### src/rtl/decoder_scan.sv
// Registered one-hot decoder with enable: direct decode of x, or auto-scan
// that dwells DWELL cycles on each output and pulses wrap on roll-over.
module decoder_scan #(
   parameter int SEL_W = 3,
   parameter int DWELL = 4
) (
   input  logic                  clk,
   input  logic                  rst,
   input  logic                  en,
   input  logic                  mode,
   input  logic                  load,
   input  logic [SEL_W-1:0]      x,
   output logic [2**SEL_W-1:0]   f,
   output logic [SEL_W-1:0]      idx,
   output logic                  wrap
);

   localparam int N     = 2 ** SEL_W;
   localparam int CNT_W = (DWELL > 1) ? $clog2(DWELL) : 1;
   localparam logic [CNT_W-1:0] CNT_LAST = CNT_W'(DWELL - 1);
   localparam logic [SEL_W-1:0] IDX_LAST = SEL_W'(N - 1);

   typedef enum logic [1:0] {
      ACT_OFF,   // disabled: blank f, keep scan position
      ACT_SET,   // direct decode or scan load
      ACT_HOLD,  // scan, still dwelling on current index
      ACT_STEP   // scan, dwell expired: advance index
   } act_t;

   act_t               w_act;
   logic [N-1:0]       r_f,    w_f_nxt;
   logic [SEL_W-1:0]   r_idx,  w_idx_nxt, w_idx_inc;
   logic [CNT_W-1:0]   r_cnt,  w_cnt_nxt;
   logic               r_wrap, w_wrap_nxt;

   function automatic logic [N-1:0] dec(input logic [SEL_W-1:0] s);
      dec    = '0;
      dec[s] = 1'b1;
   endfunction

   assign w_idx_inc = r_idx + SEL_W'(1);

   always_comb begin
      if (!en)                     w_act = ACT_OFF;
      else if (!mode || load)      w_act = ACT_SET;
      else if (r_cnt != CNT_LAST)  w_act = ACT_HOLD;
      else                         w_act = ACT_STEP;
   end

   always_comb begin
      // NOTE: every output gets a default before the case so no path leaves one unassigned (no latches).
      w_idx_nxt  = r_idx;
      w_cnt_nxt  = r_cnt;
      w_f_nxt    = r_f;
      w_wrap_nxt = 1'b0;
      unique case (w_act)
         ACT_OFF:  w_f_nxt = '0;
         ACT_SET: begin
            w_idx_nxt = x;
            w_cnt_nxt = '0;
            w_f_nxt   = dec(x);
         end
         ACT_HOLD: begin
            // Re-decoding here also restores f after an en=0 gap.
            w_cnt_nxt = r_cnt + CNT_W'(1);
            w_f_nxt   = dec(r_idx);
         end
         ACT_STEP: begin
            w_cnt_nxt  = '0;
            w_idx_nxt  = w_idx_inc;
            w_f_nxt    = dec(w_idx_inc);
            w_wrap_nxt = (r_idx == IDX_LAST);
         end
         default: ;
      endcase
   end

   always_ff @(posedge clk) begin
      // NOTE: sequential state uses non-blocking assignments so all registers update together.
      if (rst) begin
         r_f    <= '0;
         r_idx  <= '0;
         r_cnt  <= '0;
         r_wrap <= 1'b0;
      end else begin
         r_f    <= w_f_nxt;
         r_idx  <= w_idx_nxt;
         r_cnt  <= w_cnt_nxt;
         r_wrap <= w_wrap_nxt;
      end
   end

   assign f    = r_f;
   assign idx  = r_idx;
   assign wrap = r_wrap;

endmodule

### config.mk
export PLATFORM = sky130hd
export DESIGN_NAME = decoder_scan
export DESIGN_NICKNAME = d
export VERILOG_FILES = /design/src/rtl/decoder_scan.sv
export SDC_FILE = /design/constraint.sdc
export NUM_CORES = 1
export LEC_CHECK = 0
export CORE_UTILIZATION = 47
export DETAILED_ROUTE_END_ITERATION = 16
export HOLD_SLACK_MARGIN = 0.03
export PLACE_DENSITY_LB_ADDON = 0.2
export SLEW_MARGIN = 20
export SYNTH_ARGS = -nofsm -noshare
export SYNTH_HDL_FRONTEND = slang
export SYNTH_SLANG_ARGS = --single-unit
### constraint.sdc
create_clock -name clk -period 2 [get_ports clk]
set_input_delay 0.3 -clock clk [delete_from_list [all_inputs] [get_ports clk]]
set_output_delay 0.3 -clock clk [all_outputs]
set_load 0.05 [all_outputs]
=== Yosys cells after proc, flatten, opt, wreduce, memory -nomap -nowiden ===
Index checks and enable logic that the tools add are counted.

* Add/subtract/negate cells: 2
* $lt $le $gt $ge: 6
* Equality and inequality tests: 5
* Mux-type cells: 12
* Bitwise gates (word level): 1
* Reduce and logical (&&, ||, !) cells: 10

{| class="wikitable"
|+ Operators by type and width
! cell !! count
|-
| $pmux 8 s4 || 1
|-
| $lt 3x4->1 const B || 3
|-
| $demux 1 s3 || 3
|-
| $ge 3x1->1 const B || 3
|-
| $pmux 3 s2 || 1
|-
| $eq 2x2->1 const B || 2
|-
| $mux 1 || 4
|-
| $mux 2 || 2
|-
| $pmux 2 s2 || 1
|-
| $reduce_bool 2->1 || 2
|-
| $reduce_or 2->1 || 2
|-
| $add 3x1->3 const B || 1
|-
| $eq 3x3->1 const B || 1
|-
| $logic_and 1x1->1 || 3
|-
| $add 2x1->2 const B || 1
|-
| $eq 2x1->1 const B || 1
|-
| $logic_not 2->1 || 1
|-
| $ne 2x2->1 const B || 1
|-
| $logic_not 1->1 || 1
|-
| $logic_or 1x1->1 || 1
|-
| $not 1->1 || 1
|}

* Register bits: 14
* Input bits: 8
* Logic and storage cells: 40

=== Logic depth before layout (Yosys ltp) ===
Gate-level depths: netlist of run 1.

* Depth after elaboration: 7
* Depth in mapped cells: 5
* Mapped depth without buffers: 5

=== Least setup slack after synthesis of run 1 ===
No wires, ideal clock.

* Kind: reg-to-reg
* Start: reg r_idx[1] (netlist: idx[1])
* End: reg r_f[4] (netlist: f[4])
* Setup time: 128 ps
* Arrival time: 1650 ps
* Path slack: 222 ps
* Cell stages (with the launch flop): 6
* Path buffers: 0
* Period minus slack after synthesis: 1778 ps
* Path through: dfxtp_1 -> ha_1 -> ha_1 -> and3_2 -> a32oi_1 -> a21oi_1

* Cells in the longest elaborated chain, start to end: 6
* Elaborated cells between the ends (all ways): 12
* Those cells by class: add/sub: 1; order compare: 4; mux: 5; reduce/logical: 2

{| class="wikitable"
|+ Ends and longest elaborated chain
! what !! RTL line !! text
|-
| from (decl) || 32 || <nowiki>logic [SEL_W-1:0] r_idx, w_idx_nxt, w_idx_inc;</nowiki>
|-
| from (signal assigned) || 87 || <nowiki>r_idx <= w_idx_nxt;</nowiki>
|-
| $add 3x1->3 || 41 || <nowiki>assign w_idx_inc = r_idx + SEL_W'(1);</nowiki>
|-
| $lt 3x4->1 (implied by the code) or $ge 3x1->1 (tied branches) || 38 || <nowiki>dec[s] = 1'b1;</nowiki>
|-
| $logic_and 1x1->1 (implied by the code) || 38 ||
|-
| $mux 1 (implied by the code) || 38 ||
|-
| $demux 1 s3 || 38 ||
|-
| $pmux 8 s4 * || 56 || <nowiki>unique case (w_act)</nowiki>
|-
| to (signal assigned) || 86 || <nowiki>r_f <= w_f_nxt;</nowiki>
|-
| to (decl) || 31 || <nowiki>logic [N-1:0] r_f, w_f_nxt;</nowiki>
|}

Every way passes the cells marked *; elsewhere a longest branch is shown, timed or not.
A chain may end at the register's enable or synchronous reset.

=== Final worst setup path of run 1 ===
* Start: reg r_idx[0] (netlist: idx[0])
* End: out idx[0]

{| class="wikitable"
|+ RTL lines
! what !! RTL line !! text
|-
| to (decl) || 14 || <nowiki>output logic [SEL_W-1:0] idx,</nowiki>
|}

No word-level cell between the ends.

==> results of run 1 <==
==> worst max-delay path by stage <==
| stage | slack, ns | to | from | depth (start not counted) |
|---|---|---|---|---|
| 5_1_grt | 0.005 | idx[0] | idx[0] | 1 |
| 3_5_place_dp | 0.23 | r_cnt[0] | mode | 4 |
| 6_report | 0.09 | idx[0] | idx[0] | 1 |
| 3_3_place_gp | 0.27 | r_cnt[0] | mode | 4 |
| 4_1_cts | 0.03 | idx[2] | idx[2] | 1 |
| 2_1_floorplan | 0.22 | f[4] | idx[1] | 5 |
==> routing by layer <==
layer  share of wire  vias to the layer above
met5               0                        -
met3           0.063                        2
met1            0.49                      359
met4          0.0097                        0
li1                -                      384
met2            0.44                       27
==> logic make-up after synthesis <==
kind of cell,after synthesis,synth area share
multiplexers,3,0.0382
AO/OA/AOI/OAI,17,0.143
flip-flops,14,0.356
AND/OR/NAND/NOR,48,0.380
buffers and inverters,6,0.0350
adder cells (fa/ha/maj),3,0.0477
==> layout make-up <==
class	instances	share of cell area
tap	16	0.0194
sequential	14	0.271
multi-input combinational	71	0.464
inverter	2	0.00726
timing repair buffer	21	0.203
clock buffer	4	0.0351
==> what timing repair did <==
item,CTS,global route
hold buffers,0,0
endpoints found under the setup margin,0,2
setup buffers,0,0
resized for setup,0,2
==> state kept, by name (all words and copies together), names as in the netlist <==
name / count
idx: 3
f: 8
wrap: 1
r_cnt: 2
==> where the power goes <==
part | internal, mW | leakage, nW | switching (mW) | total, mW
clock network | 0.111 | 0.0210 | 0.0949 | 0.206
logic | 0.0519 | 0.270 | 0.0730 | 0.125
registers | 0.286 | 0.114 | 0.0116 | 0.298
total | 0.449 | 0.404 | 0.179 | 0.628
==> through the flow <==
stage,utilization,cells,power (mW),hold WS [ns]
after floorplan,-,91,0.379,0.362
after global placement,0.644,124,0.426,0.473
after detailed placement,0.644,124,0.428,0.484
after CTS,0.667,128,0.634,0.499
after global routing,0.670,128,0.658,0.515
final,0.670,128,0.628,0.498
==> cell usage in the layout (no fill, tap or decap), types with 3 or more instances in the layout <==
master            n
nand3_1          13
dfxtp_1          14
nand2_1           6
clkdlybuf4s50_1  17
a31oi_1           7
mux2i_1           3
a21oi_1           4
nand4_1           4
nor2b_1           4
or2b_1            3
nor2_1            3
a211oi_1          3
clkbuf_4          3
ha_1              3
==> impl_metrics.csv, run 1 <==
group,metric,value,unit
final_layout,syn_to_final_growth,31.3,%
worst_setup_path,critPathCaptureType,"primary output",
worst_setup_path,reg2reg_from,"idx[1]",
placement,gp_congestion,0.878,
synth,ys_ff_latch,14,
synth,yosysMostFrequentCell,"dfxtp_1",
sta,fmax,524,MHz
synth,ys.flop_type,"dfxtp_1",
die,initial_core_util,0.511,
synth,syn_inst,91,
final_layout,seq_area,280,um^2
worst_setup_path,path_class,"flip-flop to primary output",
final_layout,nets,124,
clocking,cts_tree,"done",
sta,grt_setup_unrepaired,"no",
worst_setup_path,worstPathArrival,1.61,ns
synth,netlist_area,787,um^2
grt,grt_max_degree,13,
clocking,clk_latency,0.29,ns
synth,synth_area_per_cell,8.65,um^2
clocking,cts_buffer_depth,2,
detailed_routing,ant_nets,0,
clocking,cts_made_buffers,3,
clocking,htreeDepth,1,
detailed_routing,first_pass_iters,4,
worst_setup_path,critPathBufInv,1,
worst_setup_path,cpPeakStageDelay,0.85,ns
sta,setup_viol,0,
die,rows,14,
sta,tns,0,ns
detailed_routing,drtIter0Drc,25,
clocking,root_buffer,"clkbuf_4",
grt,antenna_found_initial,0,
placement,dp_hpwl,1.31,mm
worst_hold_path,hp-start,"r_cnt[0]",
worst_setup_path,cp_top_family,"buffers and inverters",
final_layout,postLayoutCellArea,1030,um^2
sta,slew_violations,0,
worst_setup_path,worstPathRequired,1.70,ns
grt,grt_pass1_vias,691,
grt,met1_usage,0.281,
worst_hold_path,min_path_type,"flip-flop to flip-flop",
worst_hold_path,min_path_cells,2,
synth,synth_top_area_frac,0.356,
grt,grt.total_usage,0.221,
sta,fin_ws,0.0923,ns
outcome,status,"finished clean",
grt,grtUsageMet3,0.0809,
sta,worstMarginPinSlew,0.518,ns
die,die_y,42.9,um
sta,slew_headroom,0.654,
grt,use_met2,0.348,
placement,dp_slack,0.232,ns
grt,grt_pass1_wl,3.06,mm
die,die_area,1840,um^2
die,core,1540,um^2
flow_run,cap_violations,0,
synth,synth_area_leaders,"dfxtp_1 (36%), nand3_1 (8.3%), a31oi_1 (5.6%), ha_1 (4.8%), mux2i_1 (3.8%)",
grt,grt_overflow,0,
pwr,peakVddDrop,481,uV
detailed_routing,drc,0,
worst_setup_path,path_max_fanout,8,
grt,top_usage_layer,"met2",
sta,finalHoldViolCount,0,
synth,yosysSeqAreaShare,0.356,
final_layout,nFillCells,140,
die,die_w,42.9,um
final_layout,drive_gt1_frac,0.107,
synth,synthDistinctLibCells,32,
detailed_routing,vias,772,
worst_setup_path,ff2ff_setup_slack,0.32,ns
worst_hold_path,hold_end,"r_cnt[0]",
die,ioPinCount,20,
pwr,p_leak,0.404,nW
clocking,cts.sinks,14,
detailed_routing,wl,1.76,mm
synth,synth_area_leader_cell,"dfxtp_1",
final_layout,multi_input_area,479,um^2
worst_setup_path,r2r_cells,5,
synth,async_reset_ff_frac,0,
sta,fin_skew,0.00735,ns
detailed_routing,wl_per_cell,13.7,um
synth,synth_common_cells,"dfxtp_1 (14), nand3_1 (13), a31oi_1 (7)",
worst_setup_path,worstReg2RegEnd,"f[1]",
clocking,clk_pin_slew,0.09,ns
final_layout,diodes,0,
synth,ys_warn_count,0,
placement,dpl_cell_area,992,um^2
worst_setup_path,crit_chain,"clkdlybuf4s50_1",
worst_setup_path,cp_slowest_cell,"clkdlybuf4s50_1",
worst_setup_path,worst_setup_path_start_kind,"flip-flop",
synth,synth_edf_count,0,
sta,finalCritPeriodShare,0.954,
sta,period_needed,1.91,ns
detailed_routing,detail_route.vias_per_cell,6.03,
pwr,p_per_area,608,nW/um^2
synth,syn-num-nets,102,
placement,io_buffers,19,
Note: power is estimated with default switching activity, not from simulation.
==> run 2, diff against run 1 <==
--- a/config.mk
+++ b/config.mk
@@ -7,6 +7,7 @@
 export LEC_CHECK = 0
 export CORE_UTILIZATION = 47
 export DETAILED_ROUTE_END_ITERATION = 16
+export GPL_ROUTABILITY_DRIVEN = 0
 export HOLD_SLACK_MARGIN = 0.03
 export PLACE_DENSITY_LB_ADDON = 0.2
 export SLEW_MARGIN = 20
==> results of run 2 <==
The final DEF is identical to that of run 1; final timing and power are the same.
==> run 3, diff against run 2 <==
--- a/config.mk
+++ b/config.mk
@@ -6,8 +6,10 @@
 export NUM_CORES = 1
 export LEC_CHECK = 0
 export CORE_UTILIZATION = 47
+export CTS_CLUSTER_SIZE = 30
 export DETAILED_ROUTE_END_ITERATION = 16
 export GPL_ROUTABILITY_DRIVEN = 0
+export GPL_TIMING_DRIVEN = 0
 export HOLD_SLACK_MARGIN = 0.03
 export PLACE_DENSITY_LB_ADDON = 0.2
 export SLEW_MARGIN = 20
==> impl_metrics.csv, run 3 (same netlist as run 1, synthesis figures left out) <==
group,metric,value,unit
die,initial_core_util,0.511,
sta,period_needed,1.89,ns
sta,grt_setup_unrepaired,"no",
detailed_routing,ant_nets,0,
detailed_routing,vias,786,
placement,io_buffers,19,
sta,worstMarginPinSlew,0.505,ns
sta,slew_violations,0,
clocking,cts_buffer_depth,2,
final_layout,drive_gt1_frac,0.0973,
detailed_routing,detail_route.vias_per_cell,6.09,
outcome,status,"finished clean",
final_layout,nets,126,
clocking,clk_latency,0.27,ns
die,die_area,1840,um^2
sta,finalCritPeriodShare,0.947,
final_layout,fin_util,0.665,
clocking,cts_tree,"done",
clocking,htreeDepth,1,
sta,fin_skew,0.00451,ns
worst_setup_path,worst_setup_path_start_kind,"flip-flop",
pwr,peakVddDrop,388,uV
die,rows,14,
pwr,p_per_area,566,nW/um^2
clocking,cts_hold_buf,0,
clocking,cts.sinks,14,
detailed_routing,drtIter0Drc,12,
worst_setup_path,worstPathArrival,1.59,ns
detailed_routing,wl,1.88,mm
worst_hold_path,min_path_type,"flip-flop to flip-flop",
die,core,1540,um^2
worst_setup_path,cp_top_family,"buffers and inverters",
final_layout,diodes,0,
worst_setup_path,path_class,"flip-flop to primary output",
die,ioPinCount,20,
final_layout,postLayoutCellArea,1020,um^2
worst_setup_path,crit_chain,"clkdlybuf4s50_1",
grt,grt_max_degree,11,
clocking,root_buffer,"clkbuf_4",
sta,fin_hold_ws,0.514,ns
die,die_y,42.9,um
worst_setup_path,critPathCaptureType,"primary output",
placement,dp_hpwl,1.37,mm
final_layout,syn_to_final_growth,30.2,%
worst_setup_path,critPathBufInv,1,
grt,grt_pass1_wl,3.13,mm
grt,grt_pass1_vias,710,
grt,antenna_found_initial,0,
placement,dpl_cell_area,997,um^2
final_layout,mostFrequentLayoutCells,"clkdlybuf4s50_1 (17), dfxtp_1 (14), nand3_1 (13), a31oi_1 (7), nand2_1 (6)",
grt,grt_overflow,0,
grt,grt.total_usage,0.223,
final_layout,nFillCells,146,
detailed_routing,wl_per_cell,14.6,um
worst_setup_path,path_max_fanout,8,
worst_setup_path,cpPeakStageDelay,0.85,ns
detailed_routing,drc,0,
final_layout,largest_reg_flops,8,
clocking,clk_pin_slew,0.08,ns
final_layout,mostFrequentLayoutCell,"clkdlybuf4s50_1",
worst_setup_path,worstPathRequired,1.70,ns
worst_setup_path,cp_slowest_cell,"clkdlybuf4s50_1",
die,die_w,42.9,um
detailed_routing,first_pass_iters,4,
flow_run,cap_violations,0,
sta,slew_headroom,0.662,
sta,finalHoldViolCount,0,
sta,tns,0,ns
sta,setup_viol,0,
sta,fmax,528,MHz
clocking,cts_made_buffers,3,
pwr,p_leak,0.398,nW
## run 3: stage by stage
| step | std cells | setup slack [ns] | power, mW |
|---|---|---|---|
| global placement | 126 | 0.240 | 0.426 |
| finish | 129 | 0.106 | 0.580 |
| detailed placement | 126 | 0.205 | 0.429 |
| CTS | 129 | 0.0502 | 0.588 |
| floorplan | 91 | 0.222 | 0.379 |
| global route | 129 | 0.0208 | 0.608 |
## run 3: worst paths after layout
| path | from | end | slack [ns] | depth (start not counted) |
|---|---|---|---|---|
| min | r_cnt[0] | r_cnt[0] | 0.51 | 2 |
| max | idx[0] | idx[0] | 0.11 | 1 |
| min reg2reg | r_cnt[0] | r_cnt[0] | 0.51 | 2 |
| max reg2reg | idx[1] | f[1] | 0.31 | 5 |
## run 3: layer usage
metal  share of wire  track usage  up-vias  routed length [um]
li1                -            -      388                   -
met1            0.45        0.290      368                 845
met2            0.48        0.367       28                 906
met3           0.063       0.0426        2                 118
met4          0.0048       0.0750        0                   9
met5               0            0        -                   0
## run 3: layout make-up
type / instances / area [um^2] / area share
Multi-Input combinational cell: 71 / 479 / 0.468
Sequential cell: 14 / 280 / 0.274
Timing Repair Buffer: 19 / 195 / 0.190
Clock buffer: 3 / 22.5 / 0.0220
Buffer: 4 / 20.0 / 0.0195
Tap cell: 16 / 20.0 / 0.0195
Inverter: 2 / 7.51 / 0.00733
## run 3: report_power, final
part / internal, mW / switching, mW / total (mW) / leakage (nW)
clock network: 0.0697 / 0.0860 / 0.156 / 0.0138
logic: 0.0520 / 0.0754 / 0.127 / 0.271
registers: 0.286 / 0.0112 / 0.297 / 0.114
## run 3: repair_timing
| item | CTS | global route |
|---|---|---|
| buffers inserted | 0 | 0 |
| setup endpoints to repair | 0 | 2 |
| gates resized for setup | 0 | 2 |
